==> config.mk <==
export PLATFORM = sky130hd
export DESIGN_NAME = lifo_stack_param
export DESIGN_NICKNAME = d
export VERILOG_FILES = /design/src/rtl/lifo_pkg.sv /design/src/rtl/lifo_mem_1w1r.sv /design/src/rtl/lifo_stack_param.sv
export SDC_FILE = /design/constraint.sdc
export NUM_CORES = 1
export LEC_CHECK = 0
export CORE_UTILIZATION = 26
export CTS_BUF_LIST = sky130_fd_sc_hd__clkbuf_4
export DETAILED_ROUTE_END_ITERATION = 8
export DONT_BUFFER_PORTS = 1
export HOLD_SLACK_MARGIN = 0.08
export MAX_ROUTING_LAYER = met4
export PLACE_DENSITY = 0.46
export SKIP_CTS_REPAIR_TIMING = 1
export SLEW_MARGIN = 0
export SYNTH_ARGS = -nofsm -noshare
export SYNTH_HDL_FRONTEND = slang
export SYNTH_HIERARCHICAL = 1
export SYNTH_SLANG_ARGS = --single-unit
==> constraint.sdc <==
create_clock -name Clk_In -period 4 [get_ports Clk_In]
set_input_delay 0.8 -clock Clk_In [delete_from_list [all_inputs] [get_ports Clk_In]]
set_output_delay 0.8 -clock Clk_In [all_outputs]
set_load 0.01 [all_outputs]
==> src/rtl/lifo_pkg.sv <==
// Shared definitions for the parametrised LIFO: operation codes and width helpers.
package lifo_pkg;

  localparam int unsigned OP_W = 3;

  localparam logic [OP_W-1:0] OP_IDLE    = 3'd0;
  localparam logic [OP_W-1:0] OP_PUSH    = 3'd1;
  localparam logic [OP_W-1:0] OP_POP     = 3'd2;
  localparam logic [OP_W-1:0] OP_REPLACE = 3'd3;
  localparam logic [OP_W-1:0] OP_PEEK    = 3'd4;

  // Width needed to hold an occupancy of 0..depth
  function automatic int unsigned cnt_w(input int unsigned depth);
    return $clog2(depth + 1);
  endfunction

  // Push/pop select the operation first; peek only matters when both are low
  function automatic logic [OP_W-1:0] decode_op(input logic push, input logic pop,
                                                input logic peek);
    logic [OP_W-1:0] op;
    if (push && pop)  op = OP_REPLACE;
    else if (push)    op = OP_PUSH;
    else if (pop)     op = OP_POP;
    else if (peek)    op = OP_PEEK;
    else              op = OP_IDLE;
    return op;
  endfunction

endpackage

==> src/rtl/lifo_mem_1w1r.sv <==
// Register array with one synchronous write port and one asynchronous read port.
module lifo_mem_1w1r #(
  parameter int unsigned DATA_WIDTH = 32,
  parameter int unsigned DEPTH      = 8,
  parameter int unsigned ADDR_W     = 3
) (
  input  logic                  i_clk,
  input  logic                  i_we,
  input  logic [ADDR_W-1:0]     i_waddr,
  input  logic [DATA_WIDTH-1:0] i_wdata,
  input  logic [ADDR_W-1:0]     i_raddr,
  output logic [DATA_WIDTH-1:0] o_rdata_c
);

  logic [DATA_WIDTH-1:0] r_mem [DEPTH];

  // Storage is intentionally not reset; only entries below the count are ever read
  always_ff @(posedge i_clk) begin
    if (i_we) begin
      r_mem[i_waddr] <= i_wdata;
    end
  end

  // Combinational read of the current top entry
  assign o_rdata_c = r_mem[i_raddr];

endmodule

==> src/rtl/lifo_stack_param.sv <==
// Parametrised LIFO stack with replace-top, peek, occupancy and sticky error flags.
module lifo_stack_param
  import lifo_pkg::*;
#(
  parameter  int unsigned DATA_WIDTH = 32,
  parameter  int unsigned DEPTH      = 8,
  parameter  int unsigned AF_MARGIN  = 1,
  localparam int unsigned CNT_W      = cnt_w(DEPTH)
) (
  input  logic                  Clk_In,
  input  logic                  Reset_N_In,
  input  logic [DATA_WIDTH-1:0] Data_In,
  input  logic                  Push_In,
  input  logic                  Pop_In,
  input  logic                  Peek_In,
  input  logic                  Err_Clr_In,
  output logic [DATA_WIDTH-1:0] Data_Out,
  output logic                  Out_Valid,
  output logic [CNT_W-1:0]      Count,
  output logic                  LIFO_Empty,
  output logic                  LIFO_Full,
  output logic                  Almost_Full,
  output logic                  Overflow_Err,
  output logic                  Underflow_Err
);

  localparam int unsigned     ADDR_W  = (DEPTH > 1) ? $clog2(DEPTH) : 1;
  localparam logic [CNT_W-1:0] FULL_C = CNT_W'(DEPTH);
  localparam logic [CNT_W-1:0] AF_C   = CNT_W'(DEPTH - AF_MARGIN);

  logic [OP_W-1:0]       w_op;
  logic                  w_empty;
  logic                  w_full;
  logic                  w_we;
  logic [ADDR_W-1:0]     w_waddr;
  logic [ADDR_W-1:0]     w_raddr;
  logic [DATA_WIDTH-1:0] w_rdata;
  logic                  w_ovf_set;
  logic                  w_unf_set;

  logic [CNT_W-1:0]      r_count;
  logic [DATA_WIDTH-1:0] r_dout;
  logic                  r_valid;
  logic                  r_ovf;
  logic                  r_unf;

  assign w_empty = (r_count == '0);
  assign w_full  = (r_count == FULL_C);

  // Decode the request and derive memory write/read addresses from the count
  always_comb begin
    w_op      = decode_op(Push_In, Pop_In, Peek_In);
    w_we      = 1'b0;
    w_raddr   = w_empty ? '0 : ADDR_W'(r_count - CNT_W'(1));
    w_waddr   = ADDR_W'(r_count);
    w_ovf_set = 1'b0;
    w_unf_set = 1'b0;
    case (w_op)
      OP_PUSH: begin
        w_we      = ~w_full;
        w_ovf_set = w_full;
      end
      OP_REPLACE: begin
        w_we    = ~w_empty;
        w_waddr = w_raddr;
      end
      OP_POP, OP_PEEK: begin
        w_unf_set = w_empty;
      end
      default: ;
    endcase
  end

  lifo_mem_1w1r #(
    .DATA_WIDTH (DATA_WIDTH),
    .DEPTH      (DEPTH),
    .ADDR_W     (ADDR_W)
  ) u_mem (
    .i_clk     (Clk_In),
    .i_we      (w_we),
    .i_waddr   (w_waddr),
    .i_wdata   (Data_In),
    .i_raddr   (w_raddr),
    .o_rdata_c (w_rdata)
  );

  // Occupancy: the count doubles as the stack pointer
  always_ff @(posedge Clk_In or negedge Reset_N_In) begin
    if (!Reset_N_In) begin
      r_count <= '0;
    end else begin
      case (w_op)
        OP_PUSH: if (!w_full)  r_count <= r_count + CNT_W'(1);
        OP_POP:  if (!w_empty) r_count <= r_count - CNT_W'(1);
        default: ;
      endcase
    end
  end

  // Read data register and one-cycle valid strobe; data holds between reads
  always_ff @(posedge Clk_In or negedge Reset_N_In) begin
    if (!Reset_N_In) begin
      r_dout  <= '0;
      r_valid <= 1'b0;
    end else begin
      r_valid <= 1'b0;
      case (w_op)
        OP_POP, OP_PEEK: begin
          if (!w_empty) begin
            r_dout  <= w_rdata;
            r_valid <= 1'b1;
          end
        end
        OP_REPLACE: begin
          r_dout  <= w_empty ? Data_In : w_rdata;
          r_valid <= 1'b1;
        end
        default: ;
      endcase
    end
  end

  // Sticky error flags; a new error in the clearing cycle wins
  always_ff @(posedge Clk_In or negedge Reset_N_In) begin
    if (!Reset_N_In) begin
      r_ovf <= 1'b0;
      r_unf <= 1'b0;
    end else begin
      r_ovf <= w_ovf_set | (r_ovf & ~Err_Clr_In);
      r_unf <= w_unf_set | (r_unf & ~Err_Clr_In);
    end
  end

  assign Data_Out      = r_dout;
  assign Out_Valid     = r_valid;
  assign Count         = r_count;
  assign LIFO_Empty    = w_empty;
  assign LIFO_Full     = w_full;
  assign Almost_Full   = (r_count >= AF_C);
  assign Overflow_Err  = r_ovf;
  assign Underflow_Err = r_unf;

endmodule

## Word-level counts from Yosys, hierarchy flattened

Memories as Yosys holds them, arrays and structs flattened.
Index checks and enable logic that the tools add are counted.

- Add/subtract/negate cells: 2
- $lt $le $gt $ge: 1
- Eq/ne operators: 8
- Multiplexer cells: 19
- Bitwise logic cells: 7
- Reductions and logical operators: 7

Operators with widths:

| cell | number |
|---|---|
| two-way mux 32 bit | 2 |
| one-hot mux 32 bit (2 select lines) | 1 |
| two-way mux 3 bit | 6 |
| two-way mux 4 bit | 2 |
| one-hot mux 4 bit (2 select lines) | 1 |
| == test 3 x 2 -> 1 bit (second input constant) | 2 |
| != test 2 bit (second input constant) | 3 |
| two-way mux 1 bit | 5 |
| adder 4 x 1 -> 4 bit (second input constant) | 1 |
| == test 4 bit (second input constant) | 1 |
| >= comparator 4 x 3 -> 1 bit (second input constant) | 1 |
| zero test 4 bit | 1 |
| one-hot mux 1 bit (2 select lines) | 2 |
| nonzero test 2 bit | 2 |
| subtractor 4 x 1 -> 4 bit (second input constant) | 1 |
| == test 3 x 1 -> 1 bit (second input constant) | 1 |
| == test 3 bit (second input constant) | 1 |
| inverter 1 bit | 3 |
| AND reduction 3 bit | 1 |
| bitwise AND 1 bit | 2 |
| bitwise OR 1 bit | 2 |
| AND reduction 2 bit | 1 |
| OR reduction 2 bit | 1 |
| logical AND 1 bit | 1 |

- Bits in registers: 39
- Memory bits (writable): 256
- Bits of input ports: 38
- Output and inout bits: 42
- Logic and storage cells: 50
- Memories: 1

Memories:

| memory | depth | bits a word | rd ports | clocked after Yosys merged registers in | wr ports | RTL line | text |
|---|---|---|---|---|---|---|---|
| u_mem.r_mem | 8 | 32 | 1 | 0 | 1 | lifo_mem_1w1r.sv:15 | `logic [DATA_WIDTH-1:0] r_mem [DEPTH];` |

## Longest topological paths before layout

- Depth after elaboration: 8
- Depth in mapped cells: 14
- Gate-level depth less buffers: 9

## By module

The synthesis kept the hierarchy.

Modules (own cells, without submodules):

| module | instances | cells each | area each (um2) |
|---|---|---|---|
| lifo_mem_1w1r | 1 | 383 | 9825.7 |
| lifo_stack_param | 1 | 236 | 2157.1 |

## Least setup slack after synthesis

Ideal clock, no wire load.

- Kind: register to register
- From: register r_count[0], in the netlist Count[0]
- To: memory u_mem.r_mem[0][0], enable pin
- Setup time: 0.461 ns
- Arrival: 4.057 ns
- Data required time: 3.539 ns
- Setup slack: -0.518 ns
- Stages on the path, launching flop included: 11
- Buffers on the path: 2
- Clock period less this slack: 4.518 ns
- Path through: dfrtp_1 -> inv_1 -> ha_1 -> or3b_1 -> buf_6 -> inv_2 -> buf_6 -> nor3_1 -> a21o_2 -> nand2b_1 -> nor3_1

- Elaborated cells on any way between the ends: 10
- Those cells by class: 1 x add/sub; 1 x eq/ne; 5 x mux; 2 x bitwise; 1 x reduce/logical

RTL lines:

| what | RTL line | text |
|---|---|---|
| from (decl) | lifo_stack_param.sv:41 | `logic [CNT_W-1:0] r_count;` |
| from (signal assigned) | lifo_stack_param.sv:93 | `OP_PUSH: if (!w_full) r_count <= r_count + CNT_W'(1);` |
| from (signal assigned) | lifo_stack_param.sv:94 | `OP_POP: if (!w_empty) r_count <= r_count - CNT_W'(1);` |
| subtractor 4 x 1 -> 4 bit or zero test 4 bit (tied branches) | n/a |  |
| two-way mux 3 bit (*) | lifo_stack_param.sv:54 | `w_raddr = w_empty ? '0 : ADDR_W'(r_count - CNT_W'(1));` |
| two-way mux 3 bit (*) | lifo_stack_param.sv:58 | `case (w_op)` |
| via w_waddr[2] | lifo_stack_param.sv:35 | `logic [ADDR_W-1:0] w_waddr;` |
| to (decl) | lifo_mem_1w1r.sv:15 |  |

Mark *: on every way through the listed nets, which the timed path passes. The rest lies on a longest branch.

## Worst setup path in the final report

- From: register r_count[1], in the netlist Count[1]
- To: memory u_mem.r_mem[2][9], enable pin

The elaborated chain is that of the path after synthesis.

==> impl_metrics.env <==
export IMPL_critPathMaxFanout=18
export IMPL_cts_tree="yes"
export IMPL_grt_first_pass_wirelength_microns=43210
export IMPL_synth_xor_area_share_pct=0.4386
export IMPL_synth_compound_area_share_pct=3.811
export IMPL_io_buffer_count=0
export IMPL_yosys_area_share_simple_pct=4.041
export IMPL_fmax_ghz=0.2994
export IMPL_finalNetCount=752
export IMPL_synth_top_family_by_area="multiplexers"
export IMPL_clk_pin_slew_ns=0.07
export IMPL_start_util_pct=26.40
export IMPL_synth_seq_area_share_pct=72.30
export IMPL_reg2reg_depth=10
export IMPL_peakVddDrop_uv=615.2
export IMPL_ys_warn_count=6
export IMPL_grt_start_max_net_pins=65
export IMPL_die_w_microns=216.7
export IMPL_fp_row_count=78
export IMPL_syn_inst=619
export IMPL_ant_nets=0
export IMPL_drv_slew=0
export IMPL_clock_skew_ns=0.05481
export IMPL_coreArea_sq_um=45380
export IMPL_vias=6225
export IMPL_cp_data_required_time_ns=4.36
export IMPL_post_drt_via_cell_ratio=4.531
export IMPL_dp_hpwl_microns=16840
export IMPL_grt_pass1_vias=6795
export IMPL_antenna_found_initial=2
export IMPL_synth_cell_types=34
export IMPL_track_usage_pct=13.16
export IMPL_die_area_sq_um=46950
export IMPL_period_share_pct=83.50
export IMPL_synth_avg_cell_area_sq_um=19.36
export IMPL_startpoint_type="register"
export IMPL_worst_slew_pin_slew_ns=0.6385
export IMPL_power_density_nw_per_um2=780.7
export IMPL_drt_wl_total_microns=29500
export IMPL_end_kind="register"
export IMPL_cpMaxStageDelayCell="dfrtp_1"
export IMPL_finalHoldViolCount=0
export IMPL_synth_area_sq_um=11980
export IMPL_cts_max_level=3
export IMPL_clk_latency_ns=0.74
export IMPL_hold_path_class="input pin to register"
export IMPL_cpPeakStageDelay_ns=0.49
export IMPL_leakage_nw=4.697
export IMPL_startpoint="Count[1]$_DFFE_PN0P_"
export IMPL_ys_seq_elements=295
export IMPL_setup_viol=0
export IMPL_final_common_cell="edfxtp_1"
export IMPL_setup_tns_ns=0
export IMPL_drive_above_1_share_pct=30.96
export IMPL_grt_overflow=0
export IMPL_synthMuxAreaShare_pct=16.48
export IMPL_synth_edf_count=256
export IMPL_synthArstFlopShare_pct=13.22
export IMPL_period_minus_slack_ns=3.340
export IMPL_place_ws_ns=0.7155
export IMPL_drt_pass1_iter_count=4
export IMPL_fin_ws_ns=0.6599
export IMPL_die_y_microns=216.7
export IMPL_rsz0062_at_grt="false"
export IMPL_cts_sinks=295
export IMPL_synthAdderAreaFrac_pct=0.3133
export IMPL_final_cell_mix="256 x edfxtp_1, 112 x clkbuf_4, 40 x mux4_1"
export IMPL_crit_path_end="u_mem/r_mem[2][9]$_DFFE_PP_"
export IMPL_reg2reg_from="Count[1]$_DFFE_PN0P_"
export IMPL_synth_nets=660
export IMPL_cts_buffers_inserted=79
export IMPL_crit_type="register to register"
export IMPL_gp_congestion=0.7199
export IMPL_cp_common_cell="buf_4"
export IMPL_wl_per_cell_microns=21.47
export IMPL_relSlewSlack_pct=57.43
export IMPL_syn2layout_area_growth_pct=17.16
export IMPL_root_buffer="clkbuf_4"
export IMPL_io_pins=80
export IMPL_clock_path_buffers=3
export IMPL_drv_cap=0
export IMPL_r2r_end="u_mem/r_mem[2][9]$_DFFE_PP_"
export IMPL_drc=0
export IMPL_regToRegSetupSlack_ns=0.66
export IMPL_drt_iter0_drc=363
export IMPL_crit_chain="inv_1, ha_1, or3b_1, inv_2, buf_4, nor3_1, a21o_2, nand2b_1, nor2_4, buf_4"
export IMPL_cp_data_arrival_time_ns=3.70
export IMPL_ys_flop_type="edfxtp_1"
export IMPL_status="completed"
==> cell families (layout without fill, tap and decap cells) <==
group           after synthesis  in the layout
compound gates               74             74
fa+ha+maj                     3              3
xor+xnor                      6              6
buf+inv                      45            198
mux                          98             98
simple gates                 98             98
flops                       295            295
other cells                   0              2
==> critical path: cells and delay by family, from the launching register on <==
| family | cells | cell delay [ns] |
|---|---|---|
| flip-flops | 1 | 0.49 |
| AO/OA/AOI/OAI | 1 | 0.21 |
| adder cells (fa/ha/maj) | 1 | 0.20 |
| AND/OR/NAND/NOR | 4 | 0.98 |
| buffers and inverters | 4 | 1.06 |
==> worst min path at each step <==
stage | startpoint | slack (ns) | cells after the start | to
detailed placement | Reset_N_In | 0.51 | 0 | Data_Out[14]$_DFFE_PN0P_
finish | Err_Clr_In | 0.15 | 1 | Overflow_Err$_DFF_PN0_
floorplan | Reset_N_In | 0.50 | 0 | Count[0]$_DFFE_PN0P_
global placement | Reset_N_In | 0.51 | 0 | Data_Out[14]$_DFFE_PN0P_
CTS | Reset_N_In | -0.36 | 0 | Data_Out[18]$_DFFE_PN0P_
global route | Data_In[16] | 0.08 | 0 | u_mem/r_mem[2][16]$_DFFE_PP_
==> layer usage <==
metal | vias up | global-route usage [%] | wire length, microns
met3 | 57 | 5.418 | 2292
li1 | 2749 | - | -
met1 | 3249 | 15.05 | 12560
met2 | 170 | 20.25 | 13980
met4 | 0 | 5.681 | 671
met5 | - | - | 0
==> synth_stat cells (5+ instances only) <==
cell type	instances	area, sq um
nand2_1	38	142.6
o21ai_2	14	122.6
nand2b_1	5	31.28
clkbuf_1	7	26.28
xnor2_1	5	43.79
dfrtp_1	39	975.9
mux4_1	40	1051
mux4_2	24	540.5
buf_2	8	40.04
or3_1	32	200.2
mux2_2	34	382.9
inv_1	6	22.52
edfxtp_1	256	7687
o21ai_1	33	165.2
buf_6	17	191.4
nor2_1	12	45.04
o21ai_0	19	95.09
==> stage by stage <==
step | cells | utilization, % | cell area, sq um | total power, mW | hold slack [ns]
floorplan | 619 | - | 11990 | 7.343 | 0.5044
global placement | 1207 | 28.19 | 12790 | 8.387 | 0.5056
detailed placement | 1207 | 28.19 | 12790 | 8.469 | 0.5053
CTS | 1349 | 30.38 | 13790 | 11.13 | -0.3571
global route | 1374 | 30.93 | 14040 | 11.64 | 0.07638
finish | 1374 | 30.93 | 14040 | 10.96 | 0.1459
==> registers in the layout, summed over array words and instances, names as in the netlist <==
| name | cells |
|---|---|
| Overflow_Err | 1 |
| Data_Out | 32 |
| u_mem/r_mem | 256 |
| Out_Valid | 1 |
| Underflow_Err | 1 |
| Count | 4 |
==> final cells by class <==
| class | instances | area [sq um] |
|---|---|---|
| Clock inverter | 30 | 151.4 |
| Antenna cell | 2 | 5.005 |
| Clock buffer | 112 | 840.8 |
| Timing Repair Buffer | 49 | 505.5 |
| Fill cell | 4448 | 31340 |
| Multi-Input combinational cell | 279 | 3095 |
| Tap cell | 600 | 750.7 |
| Sequential cell | 295 | 8663 |
| Inverter | 7 | 26.28 |
==> where the power goes <==
group	total, mW	switching (mW)	leakage [nW]	internal, mW
sequential	4.36	0.352	2.79	4.00
combinational	4.00	2.11	1.30	1.89
clock	2.60	1.24	0.604	1.36
(Power assumes the default switching activity.)
